## config.mk

```make
export PLATFORM = sky130hd
export DESIGN_NAME = dec_alu_pipe
export DESIGN_NICKNAME = d
export VERILOG_FILES = /design/src/rtl/dec_alu_pkg.sv /design/src/rtl/dec_alu_pipe_slot.sv /design/src/rtl/dec_alu_pipe.sv
export SDC_FILE = /design/constraint.sdc
export NUM_CORES = 1
export LEC_CHECK = 0
export BUFFER_PORTS_ARGS = -buffer_cell sky130_fd_sc_hd__buf_2
export CAP_MARGIN = 25
export CORE_ASPECT_RATIO = 0.8
export CORE_UTILIZATION = 59
export DETAILED_ROUTE_END_ITERATION = 10
export PLACE_DENSITY = 0.86
export SLEW_MARGIN = 10
export SYNTH_ARGS = -nofsm -noshare
export SYNTH_HDL_FRONTEND = slang
export SYNTH_SLANG_ARGS = --single-unit
```

## constraint.sdc

```tcl
create_clock -name clk -period 3.85 [get_ports clk]
set_input_delay 0.5775 -clock clk [delete_from_list [all_inputs] [get_ports clk]]
set_output_delay 0.5775 -clock clk [all_outputs]
set_load 0.05 [all_outputs]
```

## src/rtl/dec_alu_pkg.sv

```systemverilog
// Shared constants for the decode-to-ALU skid stage: field widths, packed-beat
// layout (fields packed from bit 0 upward in listed order) and state encoding.
package dec_alu_pkg;

  localparam int OPCODE_W   = 7;
  localparam int ALUCTL_W   = 4;
  localparam int DCCTL_W    = 3;
  localparam int DEF_DATA_W = 32;
  localparam int DEF_ADDR_W = 5;

  localparam int OFF_OPCODE  = 0;
  localparam int OFF_WB_WE   = OFF_OPCODE + OPCODE_W;
  localparam int OFF_DCCTL   = OFF_WB_WE + 1;
  localparam int OFF_WB_ADDR = OFF_DCCTL + DCCTL_W;

  // Offsets past wb_addr depend on the data/address widths of the instance.
  function automatic int off_rs1_data(input int aw);
    return OFF_WB_ADDR + aw;
  endfunction

  function automatic int off_rs2_data(input int dw, input int aw);
    return off_rs1_data(aw) + dw;
  endfunction

  function automatic int off_alu_op(input int dw, input int aw);
    return off_rs2_data(dw, aw) + dw;
  endfunction

  function automatic int off_imm(input int dw, input int aw);
    return off_alu_op(dw, aw) + ALUCTL_W;
  endfunction

  function automatic int off_rs1_addr(input int dw, input int aw);
    return off_imm(dw, aw) + dw;
  endfunction

  function automatic int off_rs2_addr(input int dw, input int aw);
    return off_rs1_addr(dw, aw) + aw;
  endfunction

  function automatic int payload_w(input int dw, input int aw);
    return off_rs2_addr(dw, aw) + aw;
  endfunction

  localparam int PAYLOAD_W = payload_w(DEF_DATA_W, DEF_ADDR_W);

  typedef enum logic [1:0] {
    ST_EMPTY = 2'd0,
    ST_ONE   = 2'd1,
    ST_FULL  = 2'd2
  } state_e;

endpackage

```

## src/rtl/dec_alu_pipe_slot.sv

```systemverilog
// One storage slot: a valid flag plus a payload register. Clear wins over load
// and blocks the payload write, so a squashed slot keeps its old contents.
module pipe_slot #(
  parameter int W = 8
) (
  input  logic         clk,
  input  logic         rst_n,
  input  logic         i_ld,
  input  logic         i_clr,
  input  logic [W-1:0] i_d,
  output logic         o_vld,
  output logic [W-1:0] o_q
);

  logic         r_vld;
  logic [W-1:0] r_q;

  always_ff @(posedge clk or negedge rst_n) begin
    if (!rst_n)     r_vld <= 1'b0;
    else if (i_clr) r_vld <= 1'b0;
    else if (i_ld)  r_vld <= 1'b1;
  end

  always_ff @(posedge clk or negedge rst_n) begin
    if (!rst_n)              r_q <= '0;
    else if (i_ld && !i_clr) r_q <= i_d;
  end

  assign o_vld = r_vld;
  assign o_q   = r_q;

endmodule

```

## src/rtl/dec_alu_pipe.sv

```systemverilog
// Decode-to-ALU pipeline register with a skid slot so in_ready is fully
// registered, plus a saturating back-pressure counter.
module dec_alu_pipe
  import dec_alu_pkg::*;
#(
  parameter int DATA_W = 32,
  parameter int ADDR_W = 5,
  parameter int CNT_W  = 16
) (
  input  logic                                   clk,
  input  logic                                   reset,
  input  logic                                   flush,
  input  logic                                   in_valid,
  output logic                                   in_ready,
  input  logic [payload_w(DATA_W, ADDR_W)-1:0]   in_payload,
  output logic                                   out_valid,
  input  logic                                   out_ready,
  output logic [payload_w(DATA_W, ADDR_W)-1:0]   out_payload,
  input  logic                                   stat_clr,
  output logic [CNT_W-1:0]                       stall_cnt
);

  localparam int PW = payload_w(DATA_W, ADDR_W);
  localparam logic [CNT_W-1:0] CNT_MAX = '1;

  logic          w_main_vld, w_skid_vld;
  logic [PW-1:0] w_main_q, w_skid_q, w_main_d;
  logic          w_main_ld, w_main_clr, w_skid_ld, w_skid_clr;
  logic          w_accept, w_xfer;
  state_e        w_state;
  logic [CNT_W-1:0] r_stall_cnt;

  assign in_ready  = reset & ~w_skid_vld;
  assign out_valid = w_main_vld;
  assign w_accept  = in_valid & in_ready;
  assign w_xfer    = w_main_vld & out_ready;

  // The two slot valid bits are the state register; decode them here.
  always_comb begin
    w_state = ST_FULL;
    case ({w_skid_vld, w_main_vld})
      2'b00:   w_state = ST_EMPTY;
      2'b01:   w_state = ST_ONE;
      default: w_state = ST_FULL;
    endcase
  end

  always_comb begin
    w_main_ld  = 1'b0;
    w_main_clr = 1'b0;
    w_skid_ld  = 1'b0;
    w_skid_clr = 1'b0;
    w_main_d   = in_payload;
    case (w_state)
      ST_EMPTY: w_main_ld = w_accept;
      ST_ONE: begin
        w_main_ld  = w_accept & w_xfer;
        w_main_clr = w_xfer & ~w_accept;
        w_skid_ld  = w_accept & ~w_xfer;
      end
      default: begin
        w_main_d   = w_skid_q;
        w_main_ld  = w_xfer;
        w_skid_clr = w_xfer;
      end
    endcase
    if (flush) begin
      w_main_ld  = 1'b0;
      w_skid_ld  = 1'b0;
      w_main_clr = 1'b1;
      w_skid_clr = 1'b1;
    end
  end

  pipe_slot #(.W(PW)) u_main (
    .clk   (clk),
    .rst_n (reset),
    .i_ld  (w_main_ld),
    .i_clr (w_main_clr),
    .i_d   (w_main_d),
    .o_vld (w_main_vld),
    .o_q   (w_main_q)
  );

  pipe_slot #(.W(PW)) u_skid (
    .clk   (clk),
    .rst_n (reset),
    .i_ld  (w_skid_ld),
    .i_clr (w_skid_clr),
    .i_d   (in_payload),
    .o_vld (w_skid_vld),
    .o_q   (w_skid_q)
  );

  // Side-effecting fields are forced to a bubble when nothing is presented.
  always_comb begin
    out_payload = w_main_q;
    if (!w_main_vld) begin
      out_payload[OFF_WB_WE]             = 1'b0;
      out_payload[OFF_DCCTL +: DCCTL_W]  = '0;
    end
  end

  always_ff @(posedge clk or negedge reset) begin
    if (!reset)
      r_stall_cnt <= '0;
    else if (stat_clr)
      r_stall_cnt <= '0;
    else if (w_main_vld && !out_ready && r_stall_cnt != CNT_MAX)
      r_stall_cnt <= r_stall_cnt + 1'b1;
  end

  assign stall_cnt = r_stall_cnt;

endmodule

```

==> flow_summary.yaml, run 1 <==
status:
  status: "finished clean"
yosys:
  yosys.area.top_type: "dfrtp_1"
  synth_top_area_share_pct: 53.8
  ys_seq_elements: 270
  ys_async_sr_fraction_pct: 100
  combinational_family_with_the_most_area_after_synthesis: "multiplexers"
  synth-warning-count: 0
  synth-compound-area-share_pct: 6.45
  synth.cell_area_mm2: 0.0125
  synth-seq-area-share_pct: 53.8
  synthSimpleGateAreaFrac_pct: 6.69
  synthesized_net_count: 1192
  postSynthCellCount: 1059
  dominantRegCellSynth: "dfrtp_1"
  synth.area.mux_share_pct: 23.0
  post_synth_xor_area_fraction_pct: 0
  synth_area_per_cell_um2: 11.8
  synth-edff-count: 0
  post_synth_main_area_contributors: "dfrtp_1 54%, mux2i_1 10%, mux2_2 9.4%"
  adder_cell_share_of_the_synthesized_area_pct: 0.0997
  synth.lib_cells_used.distinct: 36
drt:
  drcViolationCount: 0
  total_routed_wirelength_um: 25800
  wl_met1_um: 10800
  first_iter_violations: 485
  detail_route.wl_per_cell_um: 17.5
  uppermost_signal_routing_layer_after_detailed_routing: "met5"
  route.antenna.remaining_nets: 0
  routed_via_density: 5.44
  via_count: 8043
  detail_route.first_pass.iterations: 4
  routed-wl-met3_um: 2030
  dr_wl_met2_um: 12200
floorplan:
  area_of_the_die_mm2: 0.0219
  placementRows: 47
  die_h_um: 132
  core_area_mm2: 0.0208
  die_width_um: 165
  start_util_pct: 60.4
  pin_count: 276
placement:
  portBuffers: 275
  gp_congestion: 0.790
  placed_cells_incl_taps: 1427
  hpwlAfterDp_um: 16800
cts:
  htreeDepth: 1
  clk_latency_ns: 0.53
  tritoncts.num_buffers: 27
  cts_repair_resize_count: 0
  holdBufCountCts: 1
  cts_root_buf: "clkbuf_16"
  cts_tree: "yes"
  path_clk_slew_ns: 0.07
  clock_sinks: 270
  clk_path_buf_depth: 3
  cts_setup_buffers: 0
timing:
  period_minus_slack_ns: 2.81
  drv_slew: 0
  setup_tns_ns: 0
  tightest_slew_ns: 1.06
  setup-violations-final: 0
  min_period_over_period_pct: 72.9
  rsz0062_at_grt: "false"
  fmax_mhz: 356
  hold_viol_final: 0
  relSlewSlack_pct: 29.4
  fin_skew_ns: 0.0145
grt:
  groute.usage.overall_pct: 23.1
  grt_antenna_before_repair: 2
  grt_max_degree: 141
  grt_first_pass_wirelength_um: 40600
  grt_pass1_vias: 8181
  overflow: 0
power:
  leakage_nw: 6.55
  total_power_mw: 8.18
  vdd_ir_drop_max_v: 0.000552
  powerDensity_mw_per_mm2: 580
finish:
  proportion_of_layout_cells_with_a_drive_suffix_above_1_pct: 38.7
  finish.net_count: 1322
  area.growth.synth_to_final_pct: 12.4
  layoutNonFillerInstCount: 1478
worst_setup_path:
  r2r_start: "u_skid.o_vld$_DFFE_PN0P_"
  number_of_cells_on_the_worst_reg_to_reg_path: 4
  worstSetupStartpointType: "primary input"
  timing.critical_path.required_ns: 4.25
  path_class: "primary input to register"
  reg2reg_slack_ns: 1.15
  critPathCaptureType: "register"
  worstSetupStartpoint: "reset"
  endpoint_arrival_time_on_the_critical_path_ns: 3.21
  critical_path.max_fanout: 69
min_path:
  hold_depth: 2
  min-delay-start: "in_payload[17]"
  worst_hold_path_type: "primary input to register"
flow_run:
  max_cap_violations: 0
-- flip-flops by register name, indices dropped and copies added (netlist names) --
name and count:
u_main.o_q 126, u_skid.o_q 126, stall_cnt 16, u_main.o_vld 1, u_skid.o_vld 1
-- Yosys cell counts, types with 2 or more instances --
master and count:
clkbuf_1 21, buf_2 29, buf_4 127, and4_1 2
mux2i_1 127, or4_1 4, nand2_1 14, inv_1 3
buf_1 2, o21ai_0 3, o31ai_1 4, mux2_4 29
or3_1 3, nor2_1 134, nand4_1 4, dfrtp_1 270
a21oi_1 139, a211oi_1 2, buf_6 4, nor2b_1 10
nand3_1 3, mux2_2 105, and2_1 7
-- cell families (layout without fill, tap and decap cells) --
logic type	Yosys count	count (layout)
flops	270	270
mux	261	261
compound gates	153	153
other cells	0	1
buf+inv	186	335
fa+ha+maj	1	1
simple gates	188	188
-- worst max-delay path: stages --
cell and delay, ns:
dlygate4sd3_1 0.56, buf_8 0.23, nand3b_4 0.15, or3_4 0.75, buf_12 0.43, mux2_2 0.40
-- layout by cell type (no fill, tap or decap), drive strengths merged, types with 5 or more instances in the layout --
| cell type | Yosys | routed |
|---|---|---|
| clkbuf | 21 | 40 |
| and2 | 7 | 7 |
| nor2b | 10 | 10 |
| a21oi | 139 | 139 |
| mux2 | 134 | 134 |
| nor2 | 134 | 134 |
| dfrtp | 270 | 270 |
| nand4 | 5 | 5 |
| nand2 | 14 | 14 |
| buf | 162 | 283 |
| mux2i | 127 | 127 |
-- cell type report --
type	instances	area (um2)
flip-flops and latches	270	6760
fillers	1480	6650
multi-input cells	603	4560
repair buffers	284	1530
clock buffers	40	805
well taps	269	337
clock inverters	8	108
inverters	3	11.3
diodes	1	2.50
-- path summary, 6_finish.rpt --
check,end
setup / recovery,u_skid.o_q[58]$_DFFE_PN0P_
setup reg to reg,u_skid.o_q[58]$_DFFE_PN0P_
min in group asynchronous,stall_cnt[13]$_DFFE_PN0P_
hold reg to reg,u_skid.o_q[101]$_DFFE_PN0P_
hold / removal,u_skid.o_q[17]$_DFFE_PN0P_
max in group asynchronous,u_skid.o_q[109]$_DFFE_PN0P_
-- stage by stage --
| stage | cell area (um2) | hold slack (ns) | setup slack [ns] | utilization, % |
|---|---|---|---|---|
| 5_1_grt | 14100 | 0.269 | 0.919 | 67.9 |
| 4_1_cts | 14100 | 0.265 | 1.05 | 67.8 |
| 2_1_floorplan | 12500 | 0.282 | 1.59 | - |
| 3_3_place_gp | 13200 | 0.486 | 1.10 | 63.4 |
| 3_5_place_dp | 13200 | 0.493 | 1.09 | 63.4 |
| 6_report | 14100 | 0.290 | 1.04 | 67.9 |
-- report_power, final --
group | switching [mW] | internal (mW) | total, mW
sequential | 0.250 | 3.30 | 3.55
combinational | 1.37 | 0.574 | 1.95
clock | 1.10 | 1.58 | 2.68
total | 2.72 | 5.45 | 8.18
-- metal layers --
| layer | vias to the layer above | GRT usage [%] |
|---|---|---|
| met3 | 55 | 7.24 |
| met5 | - | 0 |
| met4 | 2 | 6.98 |
| li1 | 3792 | - |
| met1 | 3953 | 29.7 |
| met2 | 241 | 37.2 |
No activity file was read; power rests on OpenSTA's default activity.
==> run 2, diff against run 1 <==
CORE_UTILIZATION = 55   (was 59)
PLACE_DENSITY = 0.81   (was 0.86)
clock period = 2.8 ns   (was 3.85 ns; I/O delays follow)
==> flow_summary.yaml, run 2 (synthesized netlist as in run 1, its figures left out) <==
status:
  status: "finished clean"
drt:
  route.antenna.remaining_nets: 0
  via_count: 8102
  detail_route.wl_per_cell_um: 16.7
  first_iter_violations: 482
  routed_via_density: 5.35
  detail_route.first_pass.iterations: 4
  drcViolationCount: 0
  total_routed_wirelength_um: 25400
timing:
  min_period_over_period_pct: 79.0
  fin_skew_ns: 0.00632
  relSlewSlack_pct: 35.2
  tightest_slew_ns: 0.973
  setup_tns_ns: 0
  hold_viol_final: 0
  rsz0062_at_grt: "false"
  setup-violations-final: 0
  final.setup.worst_slack_ns: 0.589
  fmax_mhz: 452
  period_minus_slack_ns: 2.21
  drv_slew: 0
power:
  p_comb_share_pct: 24.2
  p_sw_mw: 3.63
  powerDensity_mw_per_mm2: 779
  total_power_mw: 11.0
  internal_power_mw: 7.37
  vdd_ir_drop_max_v: 0.000564
  part_of_the_power_in_registers_pct: 44.3
  switching_share_pct: 33.0
  leakage_nw: 6.54
  power.share.clock_pct: 31.4
cts:
  cts_tree: "yes"
  cts_repair_resize_count: 0
  holdBufCountCts: 0
  clk_path_buf_depth: 3
  path_clk_slew_ns: 0.06
  cts_setup_buffers: 0
  clock_sinks: 270
  tritoncts.num_buffers: 27
  cts_root_buf: "clkbuf_16"
  clk_latency_ns: 0.52
  htreeDepth: 1
worst_setup_path:
  endpoint_arrival_time_on_the_critical_path_ns: 2.58
  timing.critical_path.required_ns: 3.17
  r2r_start: "u_skid.o_vld$_DFFE_PN0P_"
  path_class: "register to register"
  worstSetupStartpointType: "register"
  critPathCaptureType: "register"
  worstSetupStartpoint: "u_skid.o_vld$_DFFE_PN0P_"
  critical_path.max_fanout: 38
floorplan:
  pin_count: 276
  placementRows: 49
  start_util_pct: 55.9
  area_of_the_die_mm2: 0.0234
  die_h_um: 137
  core_area_mm2: 0.0224
  die_width_um: 171
finish:
  layoutNonFillerInstCount: 1515
  finish.net_count: 1326
  number_of_diodes: 0
  most_common_cell_after_layout_fill_and_taps_aside: "buf_2"
  layout_common_cells: "274 x buf_2, 269 x dfrtp_1, 139 x a21oi_1, 134 x nor2_1, 127 x mux2i_1"
  proportion_of_layout_cells_with_a_drive_suffix_above_1_pct: 38.5
  area.growth.synth_to_final_pct: 12.6
min_path:
  worst_hold_path_type: "primary input to asynchronous set/reset pin"
placement:
  placement.setup.worst_slack_ns: 0.587
  portBuffers: 275
  hpwlAfterDp_um: 16300
  gp_congestion: 0.797
  placed_cells_incl_taps: 1468
grt:
  grt_antenna_before_repair: 2
  grt_first_pass_wirelength_um: 40100
  grt_pass1_vias: 7919
  overflow: 0
  groute.usage.overall_pct: 21.2
  grt_max_degree: 129
flow_run:
  max_cap_violations: 0
[run 2: cell types whose count changed in the layout (fill, tap and decap cells not counted)]
| cell | delta |
|---|---|
| bufinv_16 | -1 |
| diode_2 | -1 |
| dlygate4sd3_1 | -1 |
| inv_6 | -1 |
| clkbuf_8 | -1 |
| clkbuf_1 | +4 |
| clkinv_8 | -1 |
| clkinv_2 | -2 |
| clkinvlp_4 | -1 |
| buf_16 | +1 |
| buf_4 | +4 |
[run 2: final timing paths]
check,endpoint,slack (ns),depth (start not counted)
setup / recovery,u_main.o_q[38]$_DFFE_PN0P_,0.59,4
setup reg to reg,u_main.o_q[38]$_DFFE_PN0P_,0.59,4
max in group asynchronous,u_main.o_q[111]$_DFFE_PN0P_,1.47,3
hold reg to reg,u_skid.o_q[48]$_DFFE_PN0P_,0.50,1
min in group clk,u_main.o_vld$_DFFE_PN0P_,0.14,2
hold / removal,u_skid.o_q[85]$_DFFE_PN0P_,0.05,2
[run 2: layout make-up]
cell class,count,area [um2]
inverters,3,11.3
fillers,1763,8310
clock buffers,43,806
repair buffers,288,1570
well taps,306,383
clock inverters,2,35.0
flip-flops and latches,270,6760
multi-input cells,603,4560
[run 2: through the flow]
stage	hold slack (ns)	cell area, um2	util, %
CTS	0.0584	14100	62.7
detailed placement	0.493	13200	59.0
global placement	0.486	13200	59.0
global route	0.0975	14100	62.9
finish	0.0456	14100	62.9
floorplan	0.124	12500	-
[run 2: metal layers]
metal,track usage (%),vias to the layer above,wire length [um]
met4,5.70,2,557
met2,34.7,234,11900
met5,0,-,13
li1,-,3794,-
met1,27.9,4036,11000
met3,5.81,36,1890
[run 2: power by group through the flow]
| stage | Clock, mW | Sequential (mW) | Combinational, mW |
|---|---|---|---|
| 2_1_floorplan | 0 | 4.85 | 2.48 |
| 3_3_place_gp | 0 | 4.89 | 2.61 |
| 3_5_place_dp | 0 | 4.93 | 2.67 |
| 4_1_cts | 3.55 | 4.87 | 2.68 |
| 5_1_grt | 3.69 | 4.95 | 2.85 |
| 6_report | 3.46 | 4.88 | 2.67 |
[run 2: worst max-delay path, cell delays in order (launching register included)]
cell     delay [ns]
dfrtp_4        0.53
buf_4          0.48
buf_4          0.63
mux2i_1        0.28
a21oi_1        0.09
==> run 3, diff against run 2 <==
CORE_UTILIZATION = 49   (was 55)
PLACE_DENSITY = 0.76   (was 0.81)
clock period = 1.89 ns   (was 2.8 ns; I/O delays follow)
==> flow_summary.yaml, run 3 (synthesized netlist as in run 1, its figures left out) <==
status:
  status: "finished, violations left"
  failing_checks: "setup timing"
worst_setup_path:
  endpoint_arrival_time_on_the_critical_path_ns: 2.37
  reg2reg_slack_ns: -0.04
  critPathCaptureType: "register"
  worstSetupStartpointType: "register"
  critical_path.max_fanout: 74
  path_class: "register to register"
  timing.critical_path.required_ns: 2.33
drt:
  total_routed_wirelength_um: 30100
  drcViolationCount: 0
  routed_via_density: 5.22
  detail_route.wl_per_cell_um: 17.9
  route.antenna.remaining_nets: 0
  via_count: 8781
  detail_route.first_pass.iterations: 4
  first_iter_violations: 434
power:
  vdd_ir_drop_max_v: 0.000847
  powerDensity_mw_per_mm2: 1100
  leakage_nw: 7.30
grt:
  grt_pass1_vias: 9180
  overflow: 0
  grt_first_pass_wirelength_um: 47700
  grt_max_degree: 139
  grt_antenna_before_repair: 2
  groute.usage.overall_pct: 22.2
cts:
  cts_root_buf: "clkbuf_16"
  clk_path_buf_depth: 3
  htreeDepth: 1
  tritoncts.num_buffers: 29
  clock_sinks: 270
  cts_tree: "yes"
  clk_latency_ns: 0.56
  path_clk_slew_ns: 0.06
finish:
  proportion_of_layout_cells_with_a_drive_suffix_above_1_pct: 37.2
  layout_fillers: 1875
  layoutNonFillerInstCount: 1681
  most_common_cell_after_layout_fill_and_taps_aside: "buf_2"
  final_util_pct: 64.1
  layout_common_cells: "273 x buf_2, 263 x dfrtp_1, 139 x a21oi_1, 134 x nor2_1"
  finish.net_count: 1471
  area.growth.synth_to_final_pct: 26.6
timing:
  relSlewSlack_pct: 48.9
  fin_skew_ns: 0.0240
  rsz0062_at_grt: "true"
  hold_viol_final: 0
  drv_slew: 0
  period_minus_slack_ns: 1.93
  setup-violations-final: 31
  fmax_mhz: 518
  min_period_over_period_pct: 102
  final.setup.worst_slack_ns: -0.0409
  tightest_slew_ns: 0.766
floorplan:
  die_h_um: 145
  start_util_pct: 50.7
  die_width_um: 181
  area_of_the_die_mm2: 0.0263
  core_area_mm2: 0.0248
  placementRows: 51
  pin_count: 276
placement:
  placed_cells_incl_taps: 1492
  hpwlAfterDp_um: 17100
  portBuffers: 275
  gp_congestion: 0.816
min_path:
  worst_hold_path_type: "primary input to register"
flow_run:
  max_cap_violations: 0
run 3: report_power, final:
| group | leakage (nW) | switching, mW | internal (mW) |
|---|---|---|---|
| registers | 3.28 | 0.509 | 6.72 |
| logic | 3.51 | 2.88 | 1.37 |
| clock network | 0.503 | 2.44 | 3.51 |
run 3: layout make-up:
cell class              count  area [um2]  area share (%)
diodes                      2        5.00          0.0315
clock buffers              35         778            4.90
clock inverters            19         231            1.46
inverters                   3        11.3          0.0709
multi-input cells         604        4590            28.9
flip-flops and latches    270        6770            42.6
well taps                 318         398            2.51
repair buffers            430        3100            19.5
run 3: layer usage:
layer  track usage [%]  vias to the layer above  part of all wire, %
met4              5.38                        0                  2.3
met3              6.02                       47                  7.0
met2              37.6                      270                   48
met1              28.3                     4362                   42
li1                  -                     4102                    -
met5                 0                        -                    0
run 3: through the flow:
| step | area (um2) | hold WS [ns] | setup WS, ns | TNS [ns] | total power [mW] |
|---|---|---|---|---|---|
| after floorplan | 12600 | -0.0121 | -0.00735 | -0.00735 | 10.9 |
| after global placement | 13500 | 0.487 | 0.0902 | 0 | 11.2 |
| after detailed placement | 13500 | 0.494 | 0.0567 | 0 | 11.3 |
| after CTS | 15800 | 0.000589 | 0.0161 | 0 | 17.5 |
| after global routing | 15900 | 0.00267 | -0.0455 | -1.35 | 18.1 |
| final | 15900 | 0.0288 | -0.0409 | -0.641 | 17.4 |
run 3: worst paths after layout:
check	start	to	cells past startpoint
max in group asynchronous	reset	u_main.o_q[24]$_DFFE_PN0P_	3
worst max-delay path	u_skid.o_vld$_DFFE_PN0P_	u_skid.o_q[25]$_DFFE_PN0P_	4
worst min register to register	u_skid.o_q[94]$_DFFE_PN0P_	u_skid.o_q[94]$_DFFE_PN0P_	1
worst min-delay path	in_payload[75]	u_skid.o_q[75]$_DFFE_PN0P_	2
worst max register to register	u_skid.o_vld$_DFFE_PN0P_	u_skid.o_q[25]$_DFFE_PN0P_	4
min in group asynchronous	reset	stall_cnt[10]$_DFFE_PN0P_	3
run 3: timing repair:
action                                  CTS  global route
pin swaps                                 0             2
hold buffers                            126             1
cloned                                    2             2
setup buffers                             1             1
endpoints found under the setup margin    1            66
endpoints found under the hold margin   395             1
resized for setup                         4             2
run 3: worst max-delay path: stages (launching register included):
cell and delay [ns]:
dfrtp_4 0.51, nand3b_4 0.19, or3_4 0.43, buf_12 0.22, mux2_2 0.36
